File: src/rtl/uart_rx_os_pkg.sv
// Shared UART definitions: FSM state codes, parity modes, configuration limits
// and the per-word status flag payload.
package uart_rx_os_pkg;

  localparam int unsigned ST_W      = 3;
  localparam int unsigned BIT_CNT_W = 4;

  localparam logic [ST_W-1:0] ST_IDLE       = 3'd0;
  localparam logic [ST_W-1:0] ST_START      = 3'd1;
  localparam logic [ST_W-1:0] ST_DATA       = 3'd2;
  localparam logic [ST_W-1:0] ST_PARITY     = 3'd3;
  localparam logic [ST_W-1:0] ST_STOP       = 3'd4;
  localparam logic [ST_W-1:0] ST_BREAK_WAIT = 3'd5;

  localparam logic [1:0] PAR_NONE = 2'd0;
  localparam logic [1:0] PAR_EVEN = 2'd1;
  localparam logic [1:0] PAR_ODD  = 2'd2;

  localparam int unsigned DATA_BITS_MIN  = 5;
  localparam int unsigned DATA_BITS_MAX  = 9;
  localparam int unsigned OVERSAMPLE_MIN = 8;
  localparam int unsigned OVERSAMPLE_MAX = 16;

  typedef enum logic [ST_W-1:0] {
    S_IDLE       = ST_IDLE,
    S_START      = ST_START,
    S_DATA       = ST_DATA,
    S_PARITY     = ST_PARITY,
    S_STOP       = ST_STOP,
    S_BREAK_WAIT = ST_BREAK_WAIT
  } rx_state_e;

  typedef struct packed {
    logic perr;
    logic ferr;
    logic brk;
  } rx_flags_t;

endpackage

File: src/rtl/uart_rx_sampler.sv
// Input conditioning for the UART receiver: 2-FF synchroniser, tick-gated
// sample history, 3-sample majority vote and falling-edge detect.
module uart_rx_sampler
  import uart_rx_os_pkg::*;
(
  input  logic clk,
  input  logic rst,
  input  logic os_tick,
  input  logic rxd,
  output logic samp,
  output logic vote,
  output logic fall
);

  logic       r_sync1;
  logic       r_sync2;
  logic [1:0] r_hist;

  always_ff @(posedge clk) begin
    if (rst) begin
      r_sync1 <= 1'b1;
      r_sync2 <= 1'b1;
    end else begin
      r_sync1 <= rxd;
      r_sync2 <= r_sync1;
    end
  end

  // The live sample plus two ticks of history form the 3-sample window, so the
  // vote is available on the tick of the third sample.
  always_ff @(posedge clk) begin
    if (rst) begin
      r_hist <= 2'b11;
    end else if (os_tick) begin
      r_hist <= {r_hist[0], r_sync2};
    end
  end

  assign samp = r_sync2;
  assign vote = (r_sync2 & r_hist[0]) | (r_sync2 & r_hist[1]) | (r_hist[0] & r_hist[1]);
  assign fall = r_hist[0] & ~r_sync2;

endmodule

File: src/rtl/uart_rx_os.sv
// Oversampling UART receiver with configurable framing, majority voting,
// false-start rejection, error/break reporting and a valid/ready output.
module uart_rx_os
  import uart_rx_os_pkg::*;
#(
  parameter int unsigned DATA_BITS  = 8,
  parameter string       PARITY     = "ODD",
  parameter int unsigned STOP_BITS  = 1,
  parameter int unsigned OVERSAMPLE = 8
) (
  input  logic                 clk,
  input  logic                 rst,
  input  logic                 os_tick,
  input  logic                 rxd,
  output logic [DATA_BITS-1:0] rx_data,
  output logic                 rx_valid,
  input  logic                 rx_ready,
  output logic                 parity_err,
  output logic                 frame_err,
  output logic                 break_det,
  output logic                 overrun
);

  localparam int unsigned CNT_W = $clog2(OVERSAMPLE);
  localparam logic [CNT_W-1:0] CNT_TOP = CNT_W'(OVERSAMPLE - 1);
  localparam logic [CNT_W-1:0] CNT_DEC = CNT_W'(OVERSAMPLE / 2 + 1);
  localparam logic [BIT_CNT_W-1:0] DATA_LAST = BIT_CNT_W'(DATA_BITS - 1);
  localparam logic [BIT_CNT_W-1:0] STOP_LAST = BIT_CNT_W'(STOP_BITS - 1);
  localparam logic [1:0] PMODE = (PARITY == "NONE") ? PAR_NONE :
                                 (PARITY == "EVEN") ? PAR_EVEN : PAR_ODD;
  localparam bit CFG_OK = (DATA_BITS >= DATA_BITS_MIN) && (DATA_BITS <= DATA_BITS_MAX) &&
                          (OVERSAMPLE >= OVERSAMPLE_MIN) && (OVERSAMPLE <= OVERSAMPLE_MAX) &&
                          (OVERSAMPLE % 2 == 0) && (STOP_BITS >= 1) && (STOP_BITS <= 2) &&
                          ((PARITY == "NONE") || (PARITY == "EVEN") || (PARITY == "ODD"));

  if (!CFG_OK) begin : g_cfg_err
    $error("uart_rx_os: illegal parameter combination");
  end

  logic w_samp;
  logic w_vote;
  logic w_fall;

  uart_rx_sampler u_sampler (
    .clk     (clk),
    .rst     (rst),
    .os_tick (os_tick),
    .rxd     (rxd),
    .samp    (w_samp),
    .vote    (w_vote),
    .fall    (w_fall)
  );

  rx_state_e            r_state, w_state_nx;
  logic [CNT_W-1:0]     r_cnt, w_cnt_nx, w_cnt_inc;
  logic [BIT_CNT_W-1:0] r_bit, w_bit_nx;
  logic [DATA_BITS-1:0] r_shift, w_shift_nx;
  logic                 r_perr, w_perr_nx;
  logic                 r_ferr, w_ferr_nx;
  logic                 r_any1, w_any1_nx;
  logic                 w_dec;
  logic                 w_par_exp;
  logic                 w_done;
  rx_flags_t            w_flags;

  logic [DATA_BITS-1:0] r_rx_data;
  rx_flags_t            r_flags;
  logic                 r_valid;
  logic                 r_overrun;

  assign w_cnt_inc = (r_cnt == CNT_TOP) ? '0 : r_cnt + CNT_W'(1);
  assign w_dec     = (w_cnt_inc == CNT_DEC);
  assign w_par_exp = (PMODE == PAR_EVEN) ? ^r_shift : ~^r_shift;

  always_ff @(posedge clk) begin
    if (rst) begin
      r_state <= S_IDLE;
      r_cnt   <= '0;
      r_bit   <= '0;
      r_shift <= '0;
      r_perr  <= 1'b0;
      r_ferr  <= 1'b0;
      r_any1  <= 1'b0;
    end else begin
      r_state <= w_state_nx;
      r_cnt   <= w_cnt_nx;
      r_bit   <= w_bit_nx;
      r_shift <= w_shift_nx;
      r_perr  <= w_perr_nx;
      r_ferr  <= w_ferr_nx;
      r_any1  <= w_any1_nx;
    end
  end

  // Frame FSM: every bit decision lands on count C+1 of its bit period.
  always_comb begin
    w_state_nx = r_state;
    w_cnt_nx   = r_cnt;
    w_bit_nx   = r_bit;
    w_shift_nx = r_shift;
    w_perr_nx  = r_perr;
    w_ferr_nx  = r_ferr;
    w_any1_nx  = r_any1;
    w_done     = 1'b0;
    w_flags    = '0;
    if (os_tick) begin
      case (r_state)
        S_IDLE: begin
          if (w_fall) begin
            w_state_nx = S_START;
            w_cnt_nx   = '0;
            w_bit_nx   = '0;
            w_perr_nx  = 1'b0;
            w_ferr_nx  = 1'b0;
            w_any1_nx  = 1'b0;
          end
        end
        S_START: begin
          w_cnt_nx = w_cnt_inc;
          if (w_dec) w_state_nx = w_vote ? S_IDLE : S_DATA;
        end
        S_DATA: begin
          w_cnt_nx = w_cnt_inc;
          if (w_dec) begin
            w_shift_nx = {w_vote, r_shift[DATA_BITS-1:1]};
            w_any1_nx  = r_any1 | w_vote;
            if (r_bit == DATA_LAST) begin
              w_bit_nx   = '0;
              w_state_nx = (PMODE == PAR_NONE) ? S_STOP : S_PARITY;
            end else begin
              w_bit_nx = r_bit + BIT_CNT_W'(1);
            end
          end
        end
        S_PARITY: begin
          w_cnt_nx = w_cnt_inc;
          if (w_dec) begin
            w_any1_nx  = r_any1 | w_vote;
            w_perr_nx  = (w_vote != w_par_exp);
            w_state_nx = S_STOP;
          end
        end
        S_STOP: begin
          w_cnt_nx = w_cnt_inc;
          if (w_dec) begin
            w_ferr_nx = r_ferr | ~w_vote;
            w_any1_nx = r_any1 | w_vote;
            if (r_bit == STOP_LAST) begin
              w_done       = 1'b1;
              w_flags.brk  = ~w_any1_nx;
              w_flags.ferr = w_ferr_nx;
              w_flags.perr = r_perr & ~w_flags.brk;
              w_state_nx   = w_flags.brk ? S_BREAK_WAIT : S_IDLE;
              w_cnt_nx     = '0;
            end else begin
              w_bit_nx = r_bit + BIT_CNT_W'(1);
            end
          end
        end
        S_BREAK_WAIT: begin
          if (!w_samp) begin
            w_cnt_nx = '0;
          end else if (r_cnt == CNT_TOP) begin
            w_state_nx = S_IDLE;
            w_cnt_nx   = '0;
          end else begin
            w_cnt_nx = r_cnt + CNT_W'(1);
          end
        end
        default: w_state_nx = S_IDLE;
      endcase
    end
  end

  // Output holding register; a frame finishing while the old word is pending is dropped.
  always_ff @(posedge clk) begin
    if (rst) begin
      r_rx_data <= '0;
      r_flags   <= '0;
      r_valid   <= 1'b0;
      r_overrun <= 1'b0;
    end else begin
      r_overrun <= 1'b0;
      if (w_done && (!r_valid || rx_ready)) begin
        r_rx_data <= r_shift;
        r_flags   <= w_flags;
        r_valid   <= 1'b1;
      end else begin
        if (w_done) r_overrun <= 1'b1;
        if (r_valid && rx_ready) begin
          r_valid <= 1'b0;
          r_flags <= '0;
        end
      end
    end
  end

  assign rx_data    = r_rx_data;
  assign rx_valid   = r_valid;
  assign parity_err = r_flags.perr;
  assign frame_err  = r_flags.ferr;
  assign break_det  = r_flags.brk;
  assign overrun    = r_overrun;

endmodule

File: config.mk
export PLATFORM = sky130hd
export DESIGN_NAME = uart_rx_os
export DESIGN_NICKNAME = d
export VERILOG_FILES = /design/src/rtl/uart_rx_os_pkg.sv /design/src/rtl/uart_rx_sampler.sv /design/src/rtl/uart_rx_os.sv
export SDC_FILE = /design/constraint.sdc
export NUM_CORES = 1
export LEC_CHECK = 0
export BUFFER_PORTS_ARGS = -buffer_cell sky130_fd_sc_hd__buf_2
export CAP_MARGIN = 10
export CORE_MARGIN = 4
export CORE_UTILIZATION = 40
export CTS_CLUSTER_SIZE = 14
export DETAILED_ROUTE_END_ITERATION = 6
export SLEW_MARGIN = 10
export SYNTH_ARGS = -nofsm -noshare
export SYNTH_HDL_FRONTEND = slang
export SYNTH_SLANG_ARGS = --single-unit
File: constraint.sdc
create_clock -name clk -period 6.4 [get_ports clk]
set_clock_uncertainty 0.2 [all_clocks]
set_input_delay 0.64 -clock clk [delete_from_list [all_inputs] [get_ports clk]]
set_output_delay 0.64 -clock clk [all_outputs]
set_load 0.05 [all_outputs]
==> impl_metrics.toml <==
[critical_path]
cp_data_required_time_ns = 6.35
cp-start-kind = "flop"
crit_fanout = 14
arrival_ns = 2.42
endpoint_kind = "flop"
criticalPathCategory = "flop to flop"

[place]
dp_hpwl_um = 2340
io_buffers = 17
finalWeightedCongestion = 0.744

[logic_synthesis]
yosysWarnings = 0
syn_inst = 209
synth_cell_types = 52
ys_seq_area_frac = 0.405
synth_seq_cells = 38
synthMuxAreaShare = 0.107
syn_avg_cell_area_um2 = 8.99
synthAdderAreaFrac = 0.0386
synth-simple-area-share = 0.237
synth_fp_nets = 219
yosys.area_share.xor_xnor = 0.0373
synth_top_family_by_area = "simple AND/OR/NAND/NOR gates"
synth-compound-area-share = 0.128
synth_ff_type = "dfxtp_1"
synth_edf_count = 0
syn_area_mm2 = 0.00188
async_flop_share = 0

[cells_and_area]
diodes = 0
nNetsFinal = 232
multi_input_area_mm2 = 0.00103
seq_area_um2 = 761
area_growth_pct = 10.1
drive_gt1_frac = 0.166
nFillCells = 445

[timing]
drv_slew = 0
fin_hold_ws_ns = 0.210
finalSetupViolations = 0
relSlewSlack = 0.573
final_hold_viol_count = 0
period_share = 0.386
tns_ns = 0
finalCriticalPeriod_ns = 2.47
max_freq_ghz = 0.405
rsz0062_at_grt = "false"
max_slew.worst_pin.slew_ns = 0.641

[power_and_ir_drop]
p_leak_nw = 0.750
peakVddDrop_mv = 0.113
power.density_mw_per_mm2 = 215

[route]
vias = 1446
drt-wirelength-per-cell_um = 12.4
drc = 0
drt_first_pass_iters = 4
postRouteWirelength_um = 3400
drt_iter0_drc = 67
via_per_inst = 5.26
final_antenna_net_count = 0

[die]
ios = 18
start_util = 0.423
dieArea_mm2 = 0.00586
core_mm2 = 0.00444
die_w_um = 76.5
fp-row-count = 24
fp.dieH_um = 76.5

[clock_network]
cts_inserted_buffers = 5
postCtsSetupBuffers = 0
cts_hold_buf = 0
clkTransAtPathRegs_ns = 0.08
clockBufferDepth = 2
cts_resized = 0
clkLatencyLatePin_ns = 0.29
cts-root-buf = "clkbuf_8"
cts_tree = "built"
ctsHtreeMaxLevel = 2
cts.sinks = 38

[global_routing]
overflow = 0
grt_max_degree = 38
antenna_found_initial = 0
grt_pass1_wl_um = 5850
grt_pass1_vias = 1254
grt.total_usage = 0.120

[hold_path]
hold_path_class = "flop to flop"

[flow_run]
maxCapViolations = 0

[status]
status = "complete, no violations"
[per-layer routing]
| layer | GRT usage | vias to the layer above | share of wire |
|---|---|---|---|
| met5 | 0 | - | 0 |
| met1 | 0.166 | 657 | 0.52 |
| met4 | 0.0380 | 0 | 0.015 |
| met2 | 0.178 | 29 | 0.41 |
| li1 | - | 754 | - |
| met3 | 0.0378 | 6 | 0.055 |
[critical path: stages, from the launching register on]
cell     delay (ns)
dfxtp_1        0.34
ha_1           0.20
ha_1           0.32
and3_1         0.20
nand4_1        0.14
and2b_1        0.63
mux2i_1        0.25
nor2_1         0.05
[power by group]
group          total [mW]  internal, mW  switching, mW
combinational      0.0292        0.0127         0.0165
sequential          0.245         0.239        0.00612
clock               0.171        0.0865         0.0847
[metrics by stage]
stage,total power [mW],utilization,worst slack (ns),instance area (µm²),std cells
after detailed placement,0.280,0.444,3.91,1970,267
after global placement,0.280,0.444,3.96,1970,267
after floorplan,0.274,-,4.23,1880,209
after global routing,0.466,0.465,3.74,2070,275
final,0.445,0.465,3.93,2070,275
after CTS,0.452,0.465,3.90,2070,275
[registers in the layout (all words and copies together), names as in the netlist]
register           flops
r_ferr                 1
r_perr                 1
r_bit                  4
break_det              1
rx_valid               1
r_any1                 1
rx_data                8
u_sampler.r_hist       2
r_shift                8
overrun                1
frame_err              1
u_sampler.r_sync1      1
u_sampler.samp         1
parity_err             1
r_cnt                  3
r_state                3
[synth_stat cells, types with 3 or more instances]
master	instances	area, µm²
nor2b_1	3	18.8
o21ai_0	5	25.0
ha_1	5	62.6
nand2b_1	4	25.0
a21oi_1	17	85.1
nor2_1	24	90.1
xnor2_1	6	52.6
dfxtp_1	38	761
nand3_1	5	25.0
nand3b_1	5	37.5
nand2_1	14	52.6
mux2i_1	20	200
nand4b_1	4	35.0
inv_1	9	33.8
clkbuf_1	6	22.5
[final timing paths]
check        slack, ns  cells after the start              start        endpoint
max               3.93                      7           r_cnt[0]      rx_data[7]
min               0.21                      1  u_sampler.r_sync1  u_sampler.samp
max reg2reg       3.93                      7           r_cnt[0]      rx_data[7]
min reg2reg       0.21                      1  u_sampler.r_sync1  u_sampler.samp
[kinds of logic after synthesis]
| family | Yosys count |
|---|---|
| AO/OA/AOI/OAI | 38 |
| XOR/XNOR | 8 |
| adder cells (fa/ha/maj) | 6 |
| buffers and inverters | 20 |
| flip-flops | 38 |
| multiplexers | 20 |
| AND/OR/NAND/NOR | 79 |
[cell usage in the layout, fill, tap and decap left out, drive strengths merged, types with 5 or more instances in the layout]
cell type and count:
nand3b 5, inv 9, a21oi 17, xnor2 6, mux2i 20, dfxtp 38
ha 5, nor2 26, clkbuf 6, nand2 14, buf 17, nand3 5
o21ai 6
[final cells by class]
class                      instances  area share
tap                               52      0.0315
sequential                        38       0.368
multi-input combinational        151       0.497
clock buffer                       6      0.0399
inverter                           9      0.0163
timing repair buffer              17      0.0411
clock inverter                     2     0.00605
No activity file was read; power rests on OpenSTA's default activity.
